### src/rtl/calculator_pkg.sv
// rtl/calculator_pkg.sv - shared calculator types: scheduler state and job descriptor
package calculator_pkg;

    localparam int ADDR_W = 8;

    typedef enum logic [1:0] {
        SCH_IDLE,
        SCH_LOAD,
        SCH_START,
        SCH_WAIT
    } sched_state_t;

    typedef struct packed {
        logic [ADDR_W-1:0] rd_start;
        logic [ADDR_W-1:0] rd_end;
        logic [ADDR_W-1:0] wr_start;
        logic [ADDR_W-1:0] wr_end;
    } job_desc_t;

    // Ranges are inclusive, so an empty range (end below start) is malformed.
    function automatic logic desc_is_good(input job_desc_t d);
        return (d.rd_end >= d.rd_start) && (d.wr_end >= d.wr_start);
    endfunction

endpackage

### src/rtl/calc_job_fifo.sv
// rtl/calc_job_fifo.sv - synchronous descriptor FIFO with full/empty/occupancy
module calc_job_fifo
    import calculator_pkg::*;
#(
    parameter int DEPTH = 4
) (
    input  logic                   clk_i,
    input  logic                   rst_ni,
    input  logic                   push_i,
    input  job_desc_t              push_data_i,
    input  logic                   pop_i,
    output job_desc_t              pop_data_o,
    output logic                   full_o,
    output logic                   empty_o,
    output logic [$clog2(DEPTH):0] count_o
);

    localparam int PTR_W = $clog2(DEPTH);
    localparam int CNT_W = PTR_W + 1;

    job_desc_t        mem_q [DEPTH];
    logic [PTR_W-1:0] wr_ptr_q, wr_ptr_d;
    logic [PTR_W-1:0] rd_ptr_q, rd_ptr_d;
    logic [CNT_W-1:0] count_q, count_d;
    logic             do_push, do_pop;

    assign full_o     = (count_q == CNT_W'(DEPTH));
    assign empty_o    = (count_q == '0);
    assign count_o    = count_q;
    assign pop_data_o = mem_q[rd_ptr_q];

    // A full FIFO refuses a push even when a pop happens in the same cycle.
    assign do_push = push_i && !full_o;
    assign do_pop  = pop_i && !empty_o;

    always_comb begin
        wr_ptr_d = do_push ? wr_ptr_q + PTR_W'(1) : wr_ptr_q;
        rd_ptr_d = do_pop  ? rd_ptr_q + PTR_W'(1) : rd_ptr_q;
        case ({do_push, do_pop})
            2'b10:   count_d = count_q + CNT_W'(1);
            2'b01:   count_d = count_q - CNT_W'(1);
            default: count_d = count_q;
        endcase
    end

    always_ff @(posedge clk_i or negedge rst_ni) begin
        if (!rst_ni) begin
            wr_ptr_q <= '0;
            rd_ptr_q <= '0;
            count_q  <= '0;
        end else begin
            wr_ptr_q <= wr_ptr_d;
            rd_ptr_q <= rd_ptr_d;
            count_q  <= count_d;
        end
    end

    always_ff @(posedge clk_i) begin
        if (do_push) begin
            mem_q[wr_ptr_q] <= push_data_i;
        end
    end

endmodule

### src/rtl/calc_job_scheduler.sv
// rtl/calc_job_scheduler.sv - queues host job descriptors and launches them on the calculator controller
module calc_job_scheduler #(
    parameter int ADDR_W  = calculator_pkg::ADDR_W,
    parameter int DEPTH   = 4,
    parameter int TIMEOUT = 1024
) (
    input  logic                   clk_i,
    input  logic                   rst_ni,
    input  logic                   job_valid_i,
    output logic                   job_ready_o,
    input  logic [ADDR_W-1:0]      job_rd_start_i,
    input  logic [ADDR_W-1:0]      job_rd_end_i,
    input  logic [ADDR_W-1:0]      job_wr_start_i,
    input  logic [ADDR_W-1:0]      job_wr_end_i,
    output logic [ADDR_W-1:0]      read_start_addr_o,
    output logic [ADDR_W-1:0]      read_end_addr_o,
    output logic [ADDR_W-1:0]      write_start_addr_o,
    output logic [ADDR_W-1:0]      write_end_addr_o,
    output logic                   ctrl_start_o,
    output logic                   ctrl_abort_o,
    input  logic                   ctrl_done_i,
    output logic                   busy_o,
    output logic [$clog2(DEPTH):0] pending_o,
    output logic [7:0]             jobs_done_o,
    output logic [1:0]             err_o,
    input  logic                   err_clr_i
);

    import calculator_pkg::*;

    localparam int CNT_W = $clog2(DEPTH) + 1;
    localparam int WD_W  = $clog2(TIMEOUT);
    localparam logic [WD_W-1:0] WD_LAST = WD_W'(TIMEOUT - 1);

    job_desc_t         job_in;
    job_desc_t         fifo_head;
    logic              fifo_full, fifo_empty, fifo_pop;
    logic [CNT_W-1:0]  fifo_count;
    logic              job_accept, job_push, job_bad;
    logic              done_evt, wd_expire;

    sched_state_t      state_q;
    logic [WD_W-1:0]   wdog_q;
    logic [ADDR_W-1:0] rd_start_q, rd_end_q, wr_start_q, wr_end_q;
    logic              ctrl_start_q, ctrl_abort_q;
    logic [7:0]        jobs_done_q;
    logic [1:0]        err_q, err_d;

    assign job_in = '{rd_start: job_rd_start_i,
                      rd_end:   job_rd_end_i,
                      wr_start: job_wr_start_i,
                      wr_end:   job_wr_end_i};

    assign job_ready_o = !fifo_full;
    assign job_accept  = job_valid_i && job_ready_o;
    assign job_push    = job_accept && desc_is_good(job_in);
    assign job_bad     = job_accept && !desc_is_good(job_in);
    assign fifo_pop    = (state_q == SCH_LOAD);

    // Completion takes priority over the watchdog in the final WAIT cycle.
    assign done_evt  = (state_q == SCH_WAIT) && ctrl_done_i;
    assign wd_expire = (state_q == SCH_WAIT) && !ctrl_done_i && (wdog_q == WD_LAST);

    calc_job_fifo #(
        .DEPTH (DEPTH)
    ) u_fifo (
        .clk_i       (clk_i),
        .rst_ni      (rst_ni),
        .push_i      (job_push),
        .push_data_i (job_in),
        .pop_i       (fifo_pop),
        .pop_data_o  (fifo_head),
        .full_o      (fifo_full),
        .empty_o     (fifo_empty),
        .count_o     (fifo_count)
    );

    always_ff @(posedge clk_i or negedge rst_ni) begin
        if (!rst_ni) begin
            state_q      <= SCH_IDLE;
            wdog_q       <= '0;
            rd_start_q   <= '0;
            rd_end_q     <= '0;
            wr_start_q   <= '0;
            wr_end_q     <= '0;
            ctrl_start_q <= 1'b0;
            ctrl_abort_q <= 1'b0;
            jobs_done_q  <= '0;
        end else begin
            ctrl_start_q <= 1'b0;
            ctrl_abort_q <= 1'b0;
            case (state_q)
                SCH_IDLE: begin
                    if (!fifo_empty) begin
                        state_q <= SCH_LOAD;
                    end
                end
                SCH_LOAD: begin
                    rd_start_q   <= fifo_head.rd_start;
                    rd_end_q     <= fifo_head.rd_end;
                    wr_start_q   <= fifo_head.wr_start;
                    wr_end_q     <= fifo_head.wr_end;
                    ctrl_start_q <= 1'b1;
                    state_q      <= SCH_START;
                end
                SCH_START: begin
                    wdog_q  <= '0;
                    state_q <= SCH_WAIT;
                end
                SCH_WAIT: begin
                    if (done_evt) begin
                        jobs_done_q <= jobs_done_q + 8'd1;
                        state_q     <= fifo_empty ? SCH_IDLE : SCH_LOAD;
                    end else if (wd_expire) begin
                        ctrl_abort_q <= 1'b1;
                        state_q      <= SCH_IDLE;
                    end else begin
                        wdog_q <= wdog_q + WD_W'(1);
                    end
                end
                default: state_q <= SCH_IDLE;
            endcase
        end
    end

    always_comb begin
        err_d = err_clr_i ? 2'b00 : err_q;
        if (job_bad) begin
            err_d[0] = 1'b1;
        end
        if (wd_expire) begin
            err_d[1] = 1'b1;
        end
    end

    always_ff @(posedge clk_i or negedge rst_ni) begin
        if (!rst_ni) begin
            err_q <= 2'b00;
        end else begin
            err_q <= err_d;
        end
    end

    assign read_start_addr_o  = rd_start_q;
    assign read_end_addr_o    = rd_end_q;
    assign write_start_addr_o = wr_start_q;
    assign write_end_addr_o   = wr_end_q;
    assign ctrl_start_o       = ctrl_start_q;
    assign ctrl_abort_o       = ctrl_abort_q;
    assign busy_o             = (state_q != SCH_IDLE);
    assign pending_o          = fifo_count;
    assign jobs_done_o        = jobs_done_q;
    assign err_o              = err_q;

endmodule

### config.mk
export PLATFORM = sky130hd
export DESIGN_NAME = calc_job_scheduler
export DESIGN_NICKNAME = d
export VERILOG_FILES = /design/src/rtl/calculator_pkg.sv /design/src/rtl/calc_job_fifo.sv /design/src/rtl/calc_job_scheduler.sv
export SDC_FILE = /design/constraint.sdc
export NUM_CORES = 1
export LEC_CHECK = 0
export BUFFER_PORTS_ARGS = -buffer_cell sky130_fd_sc_hd__buf_2
export CORE_UTILIZATION = 35
export DETAILED_ROUTE_END_ITERATION = 10
export GPL_TIMING_DRIVEN = 0
export HOLD_SLACK_MARGIN = 0.05
export PLACE_DENSITY = 0.57
export SETUP_SLACK_MARGIN = 0.1
export SYNTH_ARGS = -nofsm -noshare
export SYNTH_HDL_FRONTEND = slang
export SYNTH_SLANG_ARGS = --single-unit
### constraint.sdc
create_clock -name clk_i -period 6.1 [get_ports clk_i]
set_clock_uncertainty 0.15 [all_clocks]
set_input_delay 0.915 -clock clk_i [delete_from_list [all_inputs] [get_ports clk_i]]
set_output_delay 0.915 -clock clk_i [all_outputs]
set_load 0.01 [all_outputs]
# [Word-level counts from Yosys, hierarchy flattened]
# Memory sizes are Yosys's and may differ from the RTL's. A register that Yosys moved wholly into a read port is not among the register bits.
# Index checks and enable logic that the tools add are counted.
[op_classes] add_sub_neg=6 order_cmp=2 n_eq_ne=11 mux=18 reduce_logical=24
[op_table] op="2-to-1 mux 10 bit" count=2
[op_table] op="one-hot mux 10 bit (2 select lines)" count=1
[op_table] op=">= comparator 8 bit" count=2
[op_table] op="adder 10 x 1 -> 10 bit (second input constant)" count=1
[op_table] op="== test 10 bit (second input constant)" count=1
[op_table] op="nonzero test 2 bit" count=5
[op_table] op="logical AND 1 bit" count=9
[op_table] op="2-to-1 mux 1 bit" count=9
[op_table] op="adder 8 x 1 -> 8 bit (second input constant)" count=1
[op_table] op="2-to-1 mux 2 bit" count=4
[op_table] op="one-hot mux 2 bit (4 select lines)" count=1
[op_table] op="== test 2 bit (second input constant)" count=3
[op_table] op="inequality test 2 bit (second input constant)" count=3
[op_table] op="one-hot mux 3 bit (2 select lines)" count=1
[op_table] op="logical NOT 1 bit" count=5
[op_table] op="adder 2 x 1 -> 2 bit (second input constant)" count=2
[op_table] op="== test 2 x 1 -> 1 bit (second input constant)" count=2
[op_table] op="AND reduction 2 bit" count=2
[op_table] op="adder 3 x 1 -> 3 bit (second input constant)" count=1
[op_table] op="== test 3 bit (second input constant)" count=1
[op_table] op="logical NOT 3 bit" count=1
[op_table] op="inequality test 3 bit (second input constant)" count=1
[op_table] op="AND reduction 3 bit" count=1
[op_table] op="subtractor 3 x 1 -> 3 bit (second input constant)" count=1
[op_table] op="logical NOT 2 bit" count=1
[word_totals] ff_bits=31 ram_bits=128 in_bits=37 output_inout_bits=49 wordCells=72 memories=1
[memory_table] name="u_fifo.mem_q" depth=4 width=32 read_ports=1 rd_ports_with_merged_regs=1 write_ports=1 line="calc_job_fifo.sv:21" text="job_desc_t mem_q [DEPTH];"

# [Longest topological paths before layout]
# Gate-level depths: netlist (run 1).
[logic_depth] word_depth=7 ltp_mapped=13 mapped_depth_nobuf=13

# [Cells and area by module]
# Synthesis (run 1) repeated with hierarchy kept, for this count alone.
[unflattened] hier_cells=446 hier_area_um2=7876.3
[modules_own_cells] module="calc_job_fifo" instances=1 cells_each=205 area_per_inst_um2=5091.1
[modules_own_cells] module="calc_job_scheduler" instances=1 cells_each=241 area_per_inst_um2=2785.2

# [Worst setup path before layout (run 1)]
# No wires, ideal clock.
[synth_timing] kind="input-to-reg" from="in job_rd_end_i[0]" to="reg u_fifo.count_q[2] (netlist: u_fifo.count_o[2])" setup_ns=0.079 arrival_ns=3.085 setup_slack_ns=2.786 path_stages=13 n_path_buf=0 path_cell_list="inv_1 -> ha_1 -> nand2b_1 -> a2111o_1 -> a31oi_4 -> a211oi_4 -> inv_1 -> ha_1 -> inv_1 -> fa_1 -> xor2_1 -> nor2_1 -> xor2_1"
[synth_via] elab_chain_cells=6 word_cells_on_any_way=8 classes_between="order compare: 1; eq/ne: 2; mux: 1; reduce/logical: 4"
[synth_lines] element="from (decl)" line="calc_job_scheduler.sv:12" text="input logic [ADDR_W-1:0] job_rd_end_i,"
[synth_lines] element=">= comparator 8 bit (*)" line="calculator_pkg.sv:22" text="return (d.rd_end >= d.rd_start) && (d.wr_end >= d.wr_start);"
[synth_lines] element="logical AND 1 bit (*)" line="calculator_pkg.sv:22"
[synth_lines] element="logical AND 1 bit (*)" line="calc_job_scheduler.sv:56" text="assign job_push = job_accept && desc_is_good(job_in);"
[synth_lines] element="logical AND 1 bit (*)" line="calc_job_fifo.sv:33" text="assign do_push = push_i && !full_o;"
[synth_lines] element="== test 2 x 1 -> 1 bit / == test 2 bit (equally long branches)" line="calc_job_fifo.sv:39" text="case ({do_push, do_pop})"
[synth_lines] element="one-hot mux 3 bit (2 select lines) / nonzero test 2 bit (equally long branches)"
[synth_lines] element="to (signal assigned)" line="calc_job_fifo.sv:54" text="count_q <= count_d;"
[synth_lines] element="to (decl)" line="calc_job_fifo.sv:24" text="logic [CNT_W-1:0] count_q, count_d;"
# Mark *: on every way between the ends. The rest lies on a longest branch, timed or not.
# A chain may end at the register's enable or synchronous reset.

# [Worst setup path after layout (run 1)]
[layout_timing] from="in job_wr_end_i[0]" to="mem u_fifo.mem_q[0][22] (netlist name) (enable)"
[layout_via] elab_chain_cells=6
[layout_lines] element="from (decl)" line="calc_job_scheduler.sv:14" text="input logic [ADDR_W-1:0] job_wr_end_i,"
[layout_lines] element=">= comparator 8 bit" line="calculator_pkg.sv:22"
[layout_lines] element="logical AND 1 bit" line="calculator_pkg.sv:22"
[layout_lines] element="logical AND 1 bit" line="calc_job_scheduler.sv:56"
[layout_lines] element="logical AND 1 bit" line="calc_job_fifo.sv:33"
[layout_lines] element="2-to-1 mux 1 bit" line="calc_job_fifo.sv:59" text="if (do_push) begin"
[layout_lines] element="2-to-1 mux 1 bit (implied by the code)" line="calc_job_fifo.sv:60" text="mem_q[wr_ptr_q] <= push_data_i;"
[layout_lines] element="to (decl)" line="calc_job_fifo.sv:21"
# No other way between the ends.

==> results of run 1 <==
metal layers:
| layer | up-vias | share of wire | track usage | routed length [um] |
|---|---|---|---|---|
| met5 | - | 0.0023 | 0 | 36 |
| met4 | 6 | 0.015 | 0.04600 | 225 |
| met3 | 22 | 0.057 | 0.05000 | 885 |
| met2 | 90 | 0.48 | 0.2393 | 7436 |
| met1 | 2043 | 0.44 | 0.1838 | 6837 |
| li1 | 1880 | - | - | - |
cells in the final DEF, fill, tap and decap left out, types with 8 or more instances in the layout:
cell type	instances
buf_2	90
clkbuf_16	17
dfrtp_1	63
edfxtp_1	128
ha_1	28
inv_1	27
mux2_2	33
mux4_2	32
nand2_1	21
nand3_1	8
nor2_1	9
xnor2_1	9
power breakdown:
part	switching [W]	internal (W)
clock network	0.000511	0.000618
registers	0.000110	0.00160
logic	0.000608	0.000581
total	0.00123	0.00280
through the flow:
stage	setup WS [ns]	total power (W)	cells	cell area, um2
floorplan	2.786	0.002541	441	7811
global placement	2.204	0.002915	806	8587
detailed placement	2.182	0.002959	806	8589
CTS	2.630	0.004089	838	9189
global route	2.545	0.004265	838	9189
finish	2.681	0.004028	838	9189
flip-flops by register name, indices dropped and copies added, names as in the netlist:
register and flops:
u_fifo.mem_q 128, u_fifo.wr_ptr_q 2, err_o 2, write_end_addr_o 8
jobs_done_o 8, read_start_addr_o 8, state_q 2, ctrl_start_o 1
u_fifo.rd_ptr_q 2, write_start_addr_o 8, wdog_q 10, ctrl_abort_o 1
u_fifo.count_o 3, read_end_addr_o 8
cell type report:
type                    count  area [um2]
plain buffers              15       67.56
repair buffers             85       427.9
clock buffers              17       425.4
flip-flops and latches    191        5420
well taps                 280       350.3
fillers                  1989       12630
multi-input cells         208        2222
inverters                  27       101.3
clock inverters            15       173.9
cells by family after synthesis:
kind of cell             share of synthesized area
AO/OA/AOI/OAI                              0.03156
adder cells (fa/ha/maj)                    0.04741
multiplexers                                0.1418
XOR/XNOR                                   0.01794
buffers and inverters                      0.02163
flip-flops                                  0.6939
AND/OR/NAND/NOR                            0.04581
path summary, 6_finish.rpt:
path                                 startpoint                    to  slack (ns)  cells past startpoint
worst max-delay path            job_wr_end_i[0]   u_fifo.mem_q[0][22]        2.68                      8
worst min-delay path             jobs_done_o[7]        jobs_done_o[7]        0.32                      1
worst max register to register       state_q[1]     u_fifo.count_o[2]        3.38                     10
worst min register to register   jobs_done_o[7]        jobs_done_o[7]        0.32                      1
max in group asynchronous                rst_ni              err_o[0]        4.76                      1
min in group asynchronous                rst_ni  read_start_addr_o[5]        0.47                      1
==> results_dict.tcl, run 1 <==
set metrics [dict create \
    tightestPinTransition_ns 0.9523 \
    grt_util_all_layers 0.1470 \
    cts_buffers 17 \
    yosys_warnings 0 \
    slew_headroom 0.3652 \
    clock_latency_ns 0.43 \
    grt_pass1_vias 4244 \
    die_area_um2 22920 \
    worstSetupPathType "in -> reg" \
    max_freq_mhz 292.5 \
    syn_to_final_growth_pct 17.64 \
    post_drt_wl_per_cell_um 18.40 \
    worstPathRequired_ns 5.99 \
    die_y_um 151.4 \
    synthCells 441 \
    hold_buffers 0 \
    ys_seq_area_frac 0.6939 \
    diodes 0 \
    final_util 0.4211 \
    drt_iter0_drc 185 \
    synth_common_cells "128 x edfxtp_1, 63 x dfrtp_1, 33 x mux2_2, 32 x mux4_2, 28 x ha_1" \
    ios 86 \
    die_width_um 151.4 \
    synth.most_common_cell "edfxtp_1" \
    routabilityCongestion 0.7330 \
    slowest_stage "and2_2" \
    htree_num_levels 4 \
    detailed_place_hpwl_um 9957 \
    finalMaxSlewViolations 0 \
    yosys.area.top_type_share 0.4921 \
    synth.area.top_cells "edfxtp_1 49%, dfrtp_1 20%, mux4_2 9.2%" \
    cp-end-kind "register" \
    async_reset_ff_frac 0.3298 \
    cts_setup_buffers 0 \
    max_stage_delay_ns 0.82 \
    fin_crit_sh 0.5604 \
    path_cells "buf_2 -> inv_1 -> ha_1 -> nand2b_1 -> a2111oi_1 -> or4_4 -> a211oi_4 -> and2_2" \
    synth_nets 507 \
    syn_area_per_cell_um2 17.71 \
    yosysTopAreaCell "edfxtp_1" \
    num_rows 54 \
    cts.sinks 191 \
    first_pass_iters 4 \
    hold_viol 0 \
    viasPerCell 4.822 \
    drive_gt1_frac 0.3584 \
    p_leak_nw 3.553 \
    final_antenna_net_count 0 \
    post-route-min-period_ns 3.419 \
    port_buffers 85 \
    ys_types 42 \
    syn_area_um2 7811 \
    yosys_register_bits 191 \
    critPathBufInv 2 \
    clockBufferDepth 2 \
    crit_path_max_fanout 32 \
    status "complete, no violations" \
    grt_max_degree 64 \
    drc_errors 0 \
    rsz0062_at_grt "false" \
    ir_worst_vdd_mv 0.1920 \
    cts_tree "yes" \
    overflow 0 \
    hold_ws_ns 0.3234 \
    setup_viol 0 \
    worstPathArrival_ns 3.31 \
    routed_wl_um 15420 \
    fin_nets 611 \
    maxCapViolations 0 \
    hold_class "reg -> reg" \
    antenna_found_initial 3 \
    core_area_um2 21820 \
    synthFlopType "edfxtp_1" \
    p_per_area_nw_per_um2 438.4 \
    post_cts_resized 0 \
    synth_edf_count 128 \
    cts_root_buf "clkbuf_16" \
    clk_pin_slew_ns 0.07 \
    critPathTopFamily "simple AND/OR/NAND/NOR gates" \
    worst_setup_path_start_kind "input port" \
    tns_ns 0 \
    grt_pass1_wl_um 24210 \
    vias 4041 \
    start_util 0.3579 \
]
No activity file was read; power rests on OpenSTA's default activity.
==> run 2: changes to the inputs <==
ABC_AREA = 1   (was unset)
clock period = 3.3 ns   (was 6.1 ns; I/O delays follow)
==> run 2 against run 1 <==
  * Setup slack lost 2.2 ns
  * Critical path depth up 3
  * Via count increased by 32%
  * Wire length is 20% higher
  * Clock power grew 82%
  * Highest routed layer is now met4
==> results_dict.tcl, run 2 <==
set metrics [dict create \
    drive_gt1_frac 0.1763 \
    p_per_area_nw_per_um2 818.8 \
    cts_tree "yes" \
    vias 5342 \
    worstPathArrival_ns 2.96 \
    layout_common_cells "181 x nor2_1, 128 x edfxtp_1, 92 x buf_2, 72 x o21ai_0, 63 x dfrtp_1" \
    synth_nets 777 \
    synth_edf_count 128 \
    slew_headroom 0.5626 \
    clockBufferDepth 2 \
    setup_viol 0 \
    synth.most_common_cell "nor2_1" \
    drc_errors 0 \
    worstSetupPathType "reg -> reg" \
    async_reset_ff_frac 0.3298 \
    hold_class "in -> reg" \
    tightestPinTransition_ns 0.6560 \
    synth_common_cells "185 x nor2_1, 128 x edfxtp_1, 72 x o21ai_0, 63 x dfrtp_1, 56 x nand2_1" \
    crit_path_max_fanout 10 \
    start_util 0.3622 \
    status "complete, no violations" \
    yosysTopAreaCell "edfxtp_1" \
    antenna_found_initial 0 \
    port_buffers 85 \
    routed_wl_um 18580 \
    largest_register_ffs 128 \
    p_leak_nw 3.846 \
    post-route-min-period_ns 2.806 \
    cts_setup_buffers 0 \
    overflow 0 \
    clk_pin_slew_ns 0.07 \
    clock_latency_ns 0.43 \
    die_area_um2 23470 \
    max_stage_delay_ns 0.48 \
    cts_root_buf "clkbuf_16" \
    core_area_um2 22090 \
    routabilityCongestion 0.7777 \
    rr_worst_depth 11 \
    hold_viol 0 \
    yosys.area.top_type_share 0.4803 \
    cpMostUsedCell "inv_1" \
    finalMaxSlewViolations 0 \
    die_y_um 153.2 \
    synthCells 711 \
    place_ws_ns -0.1582 \
    rsz0062_at_grt "false" \
    post_drt_wl_per_cell_um 16.66 \
    final_common_cell "nor2_1" \
    postLayoutSetupSlackWorst_ns 0.4935 \
    fin_nets 887 \
    grt_util_all_layers 0.1684 \
    grt_max_degree 44 \
    drt_iter0_drc 449 \
    ir_worst_vdd_mv 0.4107 \
    final_antenna_net_count 0 \
    max_freq_mhz 356.3 \
    cts_buffers 17 \
    hold_depth 1 \
    cp-end-kind "register" \
    worstPathRequired_ns 3.45 \
    ys_types 33 \
    first_pass_iters 5 \
    ys_seq_area_frac 0.6773 \
    cts.sinks 191 \
    viasPerCell 4.791 \
    maxCapViolations 0 \
    slowest_stage "clkbuf_1" \
    syn_area_um2 8003 \
    worst_setup_path_start_kind "register" \
    htree_num_levels 4 \
    grt_pass1_vias 5257 \
    die_width_um 153.2 \
    fin_crit_sh 0.8505 \
    yosys_warnings 0 \
    detailed_place_hpwl_um 12370 \
    grt_pass1_wl_um 29680 \
    path_cells "inv_1 -> ha_1 -> clkbuf_1 -> nand2_1 -> inv_1 -> ha_1 -> inv_1 -> fa_1 -> a21oi_1 -> o21ai_0 -> xor2_1" \
    ios 86 \
    power_w 0.007818 \
    yosys_register_bits 191 \
    syn_to_final_growth_pct 19.31 \
    synthFlopType "edfxtp_1" \
    top_regs "u_fifo.mem_q (128), wdog_q (10)" \
    top_register "u_fifo.mem_q" \
    synth.area.top_cells "edfxtp_1 48%, dfrtp_1 20%, nor2_1 8.7%" \
    num_rows 54 \
    syn_area_per_cell_um2 11.26 \
]
## run 2: cell types whose count changed in the layout (fill, tap and decap cells not counted), moves of 6 or more
cell,delta
a31oi_1,+27
nor2_1,+172
mux4_2,-32
a21oi_1,+6
mux2_2,-33
xnor2_1,-7
nand2b_1,-6
clkbuf_1,+12
o21ai_0,+65
nand2_1,+35
inv_1,+25
## run 2: final timing paths
| kind | startpoint | slack, ns | endpoint |
|---|---|---|---|
| max reg2reg | state_q[1] | 0.49 | u_fifo.count_o[2] |
| min in group asynchronous | rst_ni | 0.38 | write_start_addr_o[7] |
| max | state_q[1] | 0.49 | u_fifo.count_o[2] |
| min reg2reg | jobs_done_o[7] | 0.31 | jobs_done_o[7] |
| min | job_rd_start_i[1] | 0.15 | u_fifo.mem_q[3][25] |
| max in group asynchronous | rst_ni | 2.07 | state_q[0] |
## run 2: routing by layer
layer  part of all wire  vias to the layer above  track usage
li1                   -                     2636            -
met1               0.47                     2543       0.2288
met2               0.47                      149       0.2716
met3              0.053                       14      0.04026
met4             0.0092                        0      0.04040
met5                  0                        -            0
## run 2: power breakdown
group	switching [W]	total, W	internal [W]
clock	0.000978	0.00206	0.00109
combinational	0.00169	0.00257	0.000881
sequential	0.000241	0.00318	0.00294
## run 2: area by class of cell
type	instances	area (um2)
timing repair buffer	91	553.0
tap	280	350.3
clock inverter	14	175.2
fill	2107	12550
antenna	1	2.502
buffer	29	126.4
multi-input combinational	436	2283
sequential	191	5420
clock buffer	18	429.2
inverter	55	207.7
## run 2: stage by stage
stage / area [um2] / cells / hold WS [ns] / utilization / setup TNS, ns
after global placement: 8778 / 1076 / 0.3080 / 0.3973 / -219.63
after CTS: 9540 / 1114 / 0.1234 / 0.4318 / 0
after floorplan: 8003 / 711 / 0.04941 / - / -8.051
after global routing: 9545 / 1114 / 0.1206 / 0.4320 / 0
after detailed placement: 8926 / 1081 / 0.3019 / 0.4040 / -2.207
final: 9548 / 1115 / 0.1457 / 0.4322 / 0
## run 2: worst max-delay path: cells and delay by family (launching register included)
kind | cells | cell delay, ns
buffers and inverters | 4 | 0.80
adder cells (fa/ha/maj) | 3 | 0.72
flip-flops | 1 | 0.42
AO/OA/AOI/OAI | 2 | 0.28
XOR/XNOR | 1 | 0.16
AND/OR/NAND/NOR | 1 | 0.15
## run 2: timing repair
item                                   in CTS  in global routing
hold buffers                                1                  0
gates resized for setup                     0                  1
setup endpoints to repair                   0                 18
endpoints found under the hold margin      20                  0
## run 2: cell families after synthesis
| kind of cell | count (synthesis) | share of synthesized area |
|---|---|---|
| AND/OR/NAND/NOR | 274 | 0.1399 |
| flip-flops | 191 | 0.6773 |
| AO/OA/AOI/OAI | 121 | 0.08161 |
| buffers and inverters | 84 | 0.04174 |
| adder cells (fa/ha/maj) | 29 | 0.04628 |
| XOR/XNOR | 12 | 0.01313 |
